`config.mk`:
```
export PLATFORM = sky130hd
export DESIGN_NAME = multiport_circular_buffer
export DESIGN_NICKNAME = d
export VERILOG_FILES = /design/src/rtl/multiport_circular_buffer.sv
export SDC_FILE = /design/constraint.sdc
export NUM_CORES = 1
export LEC_CHECK = 0
export ABC_AREA = 1
export BUFFER_PORTS_ARGS = -buffer_cell sky130_fd_sc_hd__buf_2
export CAP_MARGIN = 15
export CORE_ASPECT_RATIO = 0.6
export CORE_MARGIN = 5
export CORE_UTILIZATION = 40
export CTS_CLUSTER_SIZE = 24
export DETAILED_ROUTE_END_ITERATION = 10
export PLACE_DENSITY = 0.65
export SYNTH_ARGS = -nofsm -noshare
export SYNTH_HDL_FRONTEND = slang
export SYNTH_SLANG_ARGS = --single-unit
```
`constraint.sdc`:
```
create_clock -name clk -period 2.8 [get_ports clk]
set_input_delay 0.14 -clock clk [delete_from_list [all_inputs] [get_ports clk]]
set_output_delay 0.14 -clock clk [all_outputs]
set_load 0.02 [all_outputs]
```
`src/rtl/multiport_circular_buffer.sv`:
```
// Multi-port circular buffer: up to WR_PORTS pushes and RD_PORTS pops per cycle,
// first-word-fall-through head outputs, occupancy/status flags and error pulses.
module multiport_circular_buffer #(
  parameter type T         = logic [31:0],
  parameter int  DEPTH     = 8,
  parameter int  WR_PORTS  = 2,
  parameter int  RD_PORTS  = 2,
  parameter int  AF_THRESH = DEPTH - 2,
  localparam int CW        = $clog2(DEPTH + 1),
  localparam int WCW       = $clog2(WR_PORTS + 1),
  localparam int RCW       = $clog2(RD_PORTS + 1)
) (
  input  logic                clk,
  input  logic                rst_n,
  input  logic                flush,
  input  logic [WCW-1:0]      wr_cnt,
  input  T                    wr_data [WR_PORTS],
  input  logic [RCW-1:0]      rd_cnt,
  output T                    rd_data [RD_PORTS],
  output logic [RD_PORTS-1:0] rd_valid,
  output logic [CW-1:0]       count,
  output logic [CW-1:0]       free_cnt,
  output logic                full,
  output logic                empty,
  output logic                almost_full,
  output logic                overflow,
  output logic                underflow
);

  localparam int AW = $clog2(DEPTH);
  localparam int PW = AW + 1;

  // Pointers carry one wrap bit above the index bits.
  logic [PW-1:0] head;
  logic [PW-1:0] tail;
  T              mem [DEPTH];

  logic push_ok;
  logic pop_ok;

  // Index arithmetic on AW bits wraps modulo DEPTH for free.
  function automatic logic [AW-1:0] slot(input logic [AW-1:0] base, input int off);
    return base + AW'(off);
  endfunction

  // Both judged against pre-edge state; a same-cycle pop never makes room for a push.
  assign push_ok = (CW'(wr_cnt) <= free_cnt);
  assign pop_ok  = (CW'(rd_cnt) <= count);

  always_ff @(posedge clk or negedge rst_n) begin
    if (!rst_n) begin
      head      <= '0;
      tail      <= '0;
      count     <= '0;
      overflow  <= 1'b0;
      underflow <= 1'b0;
    end else if (flush) begin
      head      <= '0;
      tail      <= '0;
      count     <= '0;
      overflow  <= 1'b0;
      underflow <= 1'b0;
    end else begin
      if (push_ok) tail <= tail + PW'(wr_cnt);
      if (pop_ok)  head <= head + PW'(rd_cnt);
      count     <= count + (push_ok ? CW'(wr_cnt) : '0) - (pop_ok ? CW'(rd_cnt) : '0);
      overflow  <= !push_ok;
      underflow <= !pop_ok;
    end
  end

  // NOTE: storage has no reset; validity is tracked solely by head/tail/count.
  always_ff @(posedge clk) begin
    if (push_ok && !flush) begin
      for (int i = 0; i < WR_PORTS; i++) begin
        if (WCW'(i) < wr_cnt) mem[slot(tail[AW-1:0], i)] <= wr_data[i];
      end
    end
  end

  always_comb begin
    for (int i = 0; i < RD_PORTS; i++) begin
      rd_data[i]  = mem[slot(head[AW-1:0], i)];
      rd_valid[i] = (count > CW'(i));
    end
  end

  assign free_cnt    = CW'(DEPTH) - count;
  assign empty       = (count == '0);
  assign full        = (count == CW'(DEPTH));
  assign almost_full = (count >= CW'(AF_THRESH));

endmodule

```
==> metrics.md, run 1 <==
| Metric | Value |
|---|---|
| Vias in the first global route | 16641 |
| Pleak | 8.606 nW |
| Setup tns final | 0 ns |
| Worst Tran Pin Value | 1.334 ns |
| Layout Cells excl Fill | 2980 |
| Sequential area share after synthesis | 44.41% |
| Global Route Usage Sum | 24.66% |
| Worst reg-to-reg setup slack | 0.13 ns |
| Switching part of the total power | 50.51% |
| First-pass GRT wire length | 97840 um |
| Initial core utilization | 40.27% |
| Worst EP required | 2.66 ns |
| Fin crit period | 2.784 ns |
| Maximum Capacitance Violations | 0 |
| Vias per std cell | 5.965 |
| Worst setup SP type | register |
| Mux contribution to synthesized area | 0% |
| Final Util | 46.10% |
| Core Area | 0.04467 sq mm |
| Avg Synthesized Cell Area | 7.687 sq um |
| Flops & latches, synth | 268 |
| Cell total after placement | 2878 |
| Crit end category | output port |
| Full die area | 0.04945 sq mm |
| Post-synthesis xor/xnor area fraction | 0.1878% |
| Status | finished, final reports clean |
| Hold WC Path Type | input pin to register |
| End point of the critical path | rd_data[21] |
| TritonCTS Sinks | 268 |
| Root Buffer | clkbuf_16 |
| Cell Rows | 60 |
| P_sw | 12.48 mW |
| Slew margin rel. | 11.04% |
| VDD IR max | 0.8400 mV |
| Total number of vias | 17777 |
| Port Buffers | 149 |
| Antenna cells | 0 |
| CTS tree | done |
| Share of the cycle needed by the critical path after routing | 99.42% |
| Crit. Startpoint | head[0] |
| Critical Path AT | 2.64 ns |
| DIE WIDTH | 283.8 um |
| Internal power | 12.23 mW |
| Seq pwr share | 23.0% |
| Final Power | 24.71 mW |
| Worst reg2reg path depth | 17 |
| Final Hold Viols | 0 |
| Skew-Pair Late Insertion Delay | 0.57 ns |
| Yosys cell types | 33 |
| Synthesized Nets | 2434 |
| PwrDens | 1200 mW/mm^2 |
| Starting DRT DRC Count | 2733 |
| Commonest cells after routing, fill and taps aside | nand2_1, o21ai_0, nand4_1, edfxtp_1, nor2_1 |
| Crit path max fanout | 27 |
| Clock Power Share | 16.1% |
| Grt ovf | 0 |
| P&R area growth vs syn | 14.49% |
| Unrepaired setup endpoints after global routing | yes |
| Num CTS Buffers | 28 |
| Warnings from Yosys | 0 |
| Top cells by area, synth | edfxtp_1, nand2_1, nand4_1 |
| Die span in y | 174.3 um |
| Hpwl dp | 37280 um |
| Clk_skew | 0.01077 ns |
| Final slew viol count | 0 |
| Number of setup violations in the final report | 0 |
| Comb pwr share | 60.9% |
| Placement Cell Area | 0.01899 sq mm |
| Final antenna-violating net count | 0 |
| # IOs | 150 |
| Design Area, Final | 0.02059 sq mm |
| CTS clk-pin slew, worst paths | 0.06 ns |
| DRC viols | 0 |
| Global placement routability congestion | 0.8155 |
| Worst setup margin | 0.01610 ns |
| Critical R2R Launch | count[1] |
| Pin count of the biggest net entering global routing | 267 |
| Mapped cell area | 0.01799 sq mm |
| Post-synth top area share | 42.74% |
| DP Worst Slack | 0.03627 ns |
| Final #Nets | 2466 |
| WL per Instance | 21.40 um |
| Fmax | 359.2 MHz |
| Min-Delay Startpoint | wr_data[12] |
| Synthesized netlist cell count | 2340 |
| Post-Synth Simple-Gate Area | 28.96% |
| Worst hold margin | 0.03140 ns |
| Leading area contributor after synthesis | edfxtp_1 |
| Commonest non-fill, non-tap cell in the layout | nand2_1 |
| Worst r2r dst | count[3] |
| Clock Path Buffers | 3 |
| Largest family of logic cells by synthesized area | simple AND/OR/NAND/NOR gates |
| Drt pass-1 iters | 6 |
| Synth Area in Compound Gates | 14.79% |
| H-tree depth | 1 |
| Share of cells above drive strength 1 | 13.97% |
| CP Class | register to output port |
| Initial antenna violation count | 0 |
| Post-Synth Adder-Cell Area | 1.767% |
| Total Wirelength | 63770 um |
metal layers:
layer / vias to the layer above / part of all wire (%) / GRT usage, %
met2: 1103 / 44 / 38.16
li1: 8160 / - / -
met3: 132 / 11 / 4.535
met4: 0 / 2.6 / 6.675
met5: - / 0 / 0
met1: 8382 / 42 / 35.67
sequential cells by signal, indices dropped and copies added (netlist names):
name	count
overflow	1
underflow	1
count	4
mem	256
tail	3
head	3
layout make-up:
class	count	area, sq um
Fill cell	4258	24070
Multi-Input combinational cell	1701	8342
Sequential cell	268	7999
Timing Repair Buffer	276	2177
Tap cell	589	737.0
Clock buffer	31	733.2
Inverter	97	395.4
Clock inverter	18	210.2
worst min path at each step:
stage	slack, ns	depth (start not counted)	to
after floorplan	-0.16	0	count[0]
after global placement	0.06	1	overflow
after detailed placement	0.05	1	overflow
after CTS	0.003	3	mem[6][12]
after global routing	0.02	3	mem[4][26]
final	0.03	3	mem[6][12]
what timing repair did:
| item | in CTS | in global routing |
|---|---|---|
| pin swaps | 1 | 4 |
| setup buffers | 1 | 6 |
| gates cloned | 2 | 0 |
| hold endpoints to repair | 253 | 0 |
| hold buffers | 44 | 0 |
| endpoints found under the setup margin | 47 | 33 |
| resized for setup | 13 | 10 |
power groups by stage:
stage               clock network [mW]  registers (mW)  logic [mW]
floorplan                            0            5.69        9.36
global placement                     0            5.74        14.0
detailed placement                   0            5.77        14.2
CTS                               4.03            5.68        14.7
global route                      4.21            5.73        16.2
finish                            3.99            5.67        15.0
cells in the mapped netlist:
master and instances:
nor3_1 8, edfxtp_1 256, nor2_2 5, xor2_1 1, clkbuf_1 57, fa_1 4, nand2_2 4, ha_1 19
a21oi_1 132, nand4_1 256, xnor2_1 1, o21ai_1 94, buf_2 146, nor2_8 1, o21bai_1 1, buf_1 11
dfrtp_1 12, nor2_4 5, nand2_1 644, nor2_1 201, xor2_2 1, clkbuf_2 30, buf_6 14, inv_1 91
buf_4 16, nand4_4 6, inv_2 6, nand3_1 17, or2_2 1, a31oi_1 32, nand4_2 2, nand3_2 2
o21ai_0 264
critical path, cell delays in order (launching register included):
cell and delay [ns]:
dfrtp_4 0.52, ha_4 0.38, buf_16 0.22, o21ai_0 0.13, o21ai_2 0.26, nor2_1 0.09, a31oi_1 0.25, buf_2 0.22
cells by family after synthesis:
group | count (synthesis)
AO/OA/AOI/OAI | 523
XOR/XNOR | 3
adder cells (fa/ha/maj) | 23
buffers and inverters | 371
flip-flops | 268
AND/OR/NAND/NOR | 1152
(Power assumes the default switching activity.)
==> inputs of run 2 (changes only) <==
- PLACE_DENSITY: 0.65 -> 0.59
==> metrics.md, run 2 (same netlist as run 1, synthesis figures left out) <==
| Metric | Value |
|---|---|
| Port Buffers | 149 (unchanged) |
| P&R area growth vs syn | 16.09% (was 14.49%) |
| Final slew viol count | 0 (unchanged) |
| Final Power | 25.52 mW (was 24.71 mW) |
| Fin crit period | 2.758 ns (was 2.784 ns) |
| Final Util | 46.75% (was 46.10%) |
| Share of cells above drive strength 1 | 14.74% (was 13.97%) |
| Initial core utilization | 40.27% (unchanged) |
| Worst hold margin | 0.02772 ns (was 0.03140 ns) |
| CP Class | register to output port (unchanged) |
| Maximum Capacitance Violations | 0 (unchanged) |
| Global Route Usage Sum | 26.26% (was 24.66%) |
| Unrepaired setup endpoints after global routing | yes (unchanged) |
| Share of the cycle needed by the critical path after routing | 98.49% (was 99.42%) |
| Grt ovf | 0 (unchanged) |
| DRC viols | 0 (unchanged) |
| Worst EP required | 2.66 ns (about the same) |
| CTS tree | done (unchanged) |
| DIE WIDTH | 283.8 um (unchanged) |
| Worst setup SP type | register (unchanged) |
| # IOs | 150 (unchanged) |
| Final Hold Viols | 0 (unchanged) |
| Commonest cells after routing, fill and taps aside | nand2_1, o21ai_0, nand4_1, edfxtp_1, nor2_1 (unchanged) |
| Vias in the first global route | 16743 (was 16641) |
| Drt pass-1 iters | 6 (unchanged) |
| Clock Path Buffers | 3 (unchanged) |
| Slew margin rel. | 34.86% (was 11.04%) |
| Full die area | 0.04945 sq mm (unchanged) |
| Fmax | 362.6 MHz (was 359.2 MHz) |
| VDD IR max | 0.6501 mV (was 0.8400 mV) |
| Die span in y | 174.3 um (unchanged) |
| Placement Cell Area | 0.01899 sq mm (unchanged) |
| PwrDens | 1222 mW/mm^2 (was 1200 mW/mm^2) |
| Crit end category | output port (unchanged) |
| Cell Rows | 60 (unchanged) |
| Skew-Pair Late Insertion Delay | 0.58 ns (was 0.57 ns) |
| Critical Path AT | 2.62 ns (was 2.64 ns) |
| Status | finished, final reports clean (unchanged) |
| Total Wirelength | 67600 um (was 63770 um) |
| Final antenna-violating net count | 0 (unchanged) |
| Max reg flops | 256 (unchanged) |
| Initial antenna violation count | 2 (was 0) |
| Hold WC Path Type | input pin to register (unchanged) |
| Final #Nets | 2487 (was 2466) |
| Pleak | 8.688 nW (was 8.606 nW) |
| Crit path max fanout | 7 (was 27) |
| Core Area | 0.04467 sq mm (unchanged) |
| TritonCTS Sinks | 268 (unchanged) |
| Pin count of the biggest net entering global routing | 188 (was 267) |
| H-tree depth | 1 (unchanged) |
| Starting DRT DRC Count | 2715 (was 2733) |
| Global placement routability congestion | 0.8465 (was 0.8155) |
| CTS clk-pin slew, worst paths | 0.07 ns (was 0.06 ns) |
| Design Area, Final | 0.02088 sq mm (was 0.02059 sq mm) |
| Setup tns final | 0 ns (unchanged) |
| Vias per std cell | 5.934 (was 5.965) |
| First-pass GRT wire length | 103000 um (was 97840 um) |
| Worst Tran Pin Value | 0.9771 ns (was 1.334 ns) |
| Clk_skew | 0.01911 ns (was 0.01077 ns) |
| Num CTS Buffers | 29 (was 28) |
| WL per Instance | 22.50 um (was 21.40 um) |
| Number of setup violations in the final report | 0 (unchanged) |
| Root Buffer | clkbuf_16 (unchanged) |
| Commonest non-fill, non-tap cell in the layout | nand2_1 (unchanged) |
| Hpwl dp | 38270 um (was 37280 um) |
| Total number of vias | 17831 (was 17777) |
==> run 2: cell types whose count changed in the layout (fill, tap and decap cells not counted), moves of 3 or more <==
cell	before	now
ha_1	16	13
a31oi_2	4	8
buf_4	59	67
clkinv_2	6	3
buf_12	20	25
clkbuf_16	29	32
dlygate4sd3_1	44	55
o21ai_0	263	260
o21ai_1	94	98
a31oi_1	28	24
clkbuf_1	2	7
buf_2	145	141
==> run 2: worst paths after layout <==
path / from / endpoint / slack, ns / cells past startpoint
min: wr_data[26] / mem[1][26] / 0.03 / 3
max in group asynchronous: rst_n / head[0] / 1.70 / 3
min reg2reg: tail[2] / tail[2] / 0.72 / 2
max: head[0] / rd_data[7] / 0.04 / 8
min in group asynchronous: rst_n / underflow / 0.65 / 3
max reg2reg: count[0] / count[3] / 0.11 / 17
==> run 2: layer usage <==
| metal | track usage, % | up-vias | share of wire [%] |
|---|---|---|---|
| met5 | 0 | - | 0.019 |
| met4 | 5.917 | 2 | 2.4 |
| met3 | 5.046 | 126 | 12 |
| met2 | 40.70 | 1117 | 44 |
| met1 | 38.29 | 8375 | 42 |
| li1 | - | 8211 | - |
==> run 2: final cells by class <==
class | instances | area [sq um]
Multi-Input combinational cell | 1701 | 8421
Clock buffer | 36 | 752.0
Timing Repair Buffer | 296 | 2426
Clock inverter | 17 | 163.9
Sequential cell | 268 | 7999
Antenna cell | 1 | 2.502
Fill cell | 4290 | 23790
Inverter | 97 | 380.4
Tap cell | 589 | 737.0
==> run 2: per-stage QoR <==
stage | setup slack (ns) | std cells
detailed placement | -0.02085 | 2879
global placement | 0.09172 | 2879
finish | 0.04217 | 3005
global route | -0.008937 | 3005
floorplan | -0.1043 | 2340
CTS | 0.009317 | 2992
==> run 2: power by group <==
| part | switching [mW] | total (mW) | internal (mW) |
|---|---|---|---|
| Combinational | 11.0 | 16.0 | 4.98 |
| Sequential | 0.310 | 5.67 | 5.36 |
| Clock | 1.71 | 3.89 | 2.18 |
| Total | 13.0 | 25.5 | 12.5 |
==> run 2: timing repair <==
| action | in CTS | in global routing |
|---|---|---|
| buffers inserted | 4 | 9 |
| hold endpoints to repair | 271 | 0 |
| gates resized for setup | 13 | 34 |
| cloned | 1 | 3 |
| hold buffers | 55 | 0 |
| pin swaps | 1 | 16 |
| endpoints found under the setup margin | 19 | 26 |
==> run 2: worst max-delay path: stages (launching register included) <==
cell        delay, ns
dfrtp_4          0.52
ha_4             0.34
clkinvlp_4       0.10
buf_12           0.16
buf_12           0.15
nor2_1           0.11
o21ai_0          0.14
a31oi_2          0.31
buf_4            0.20
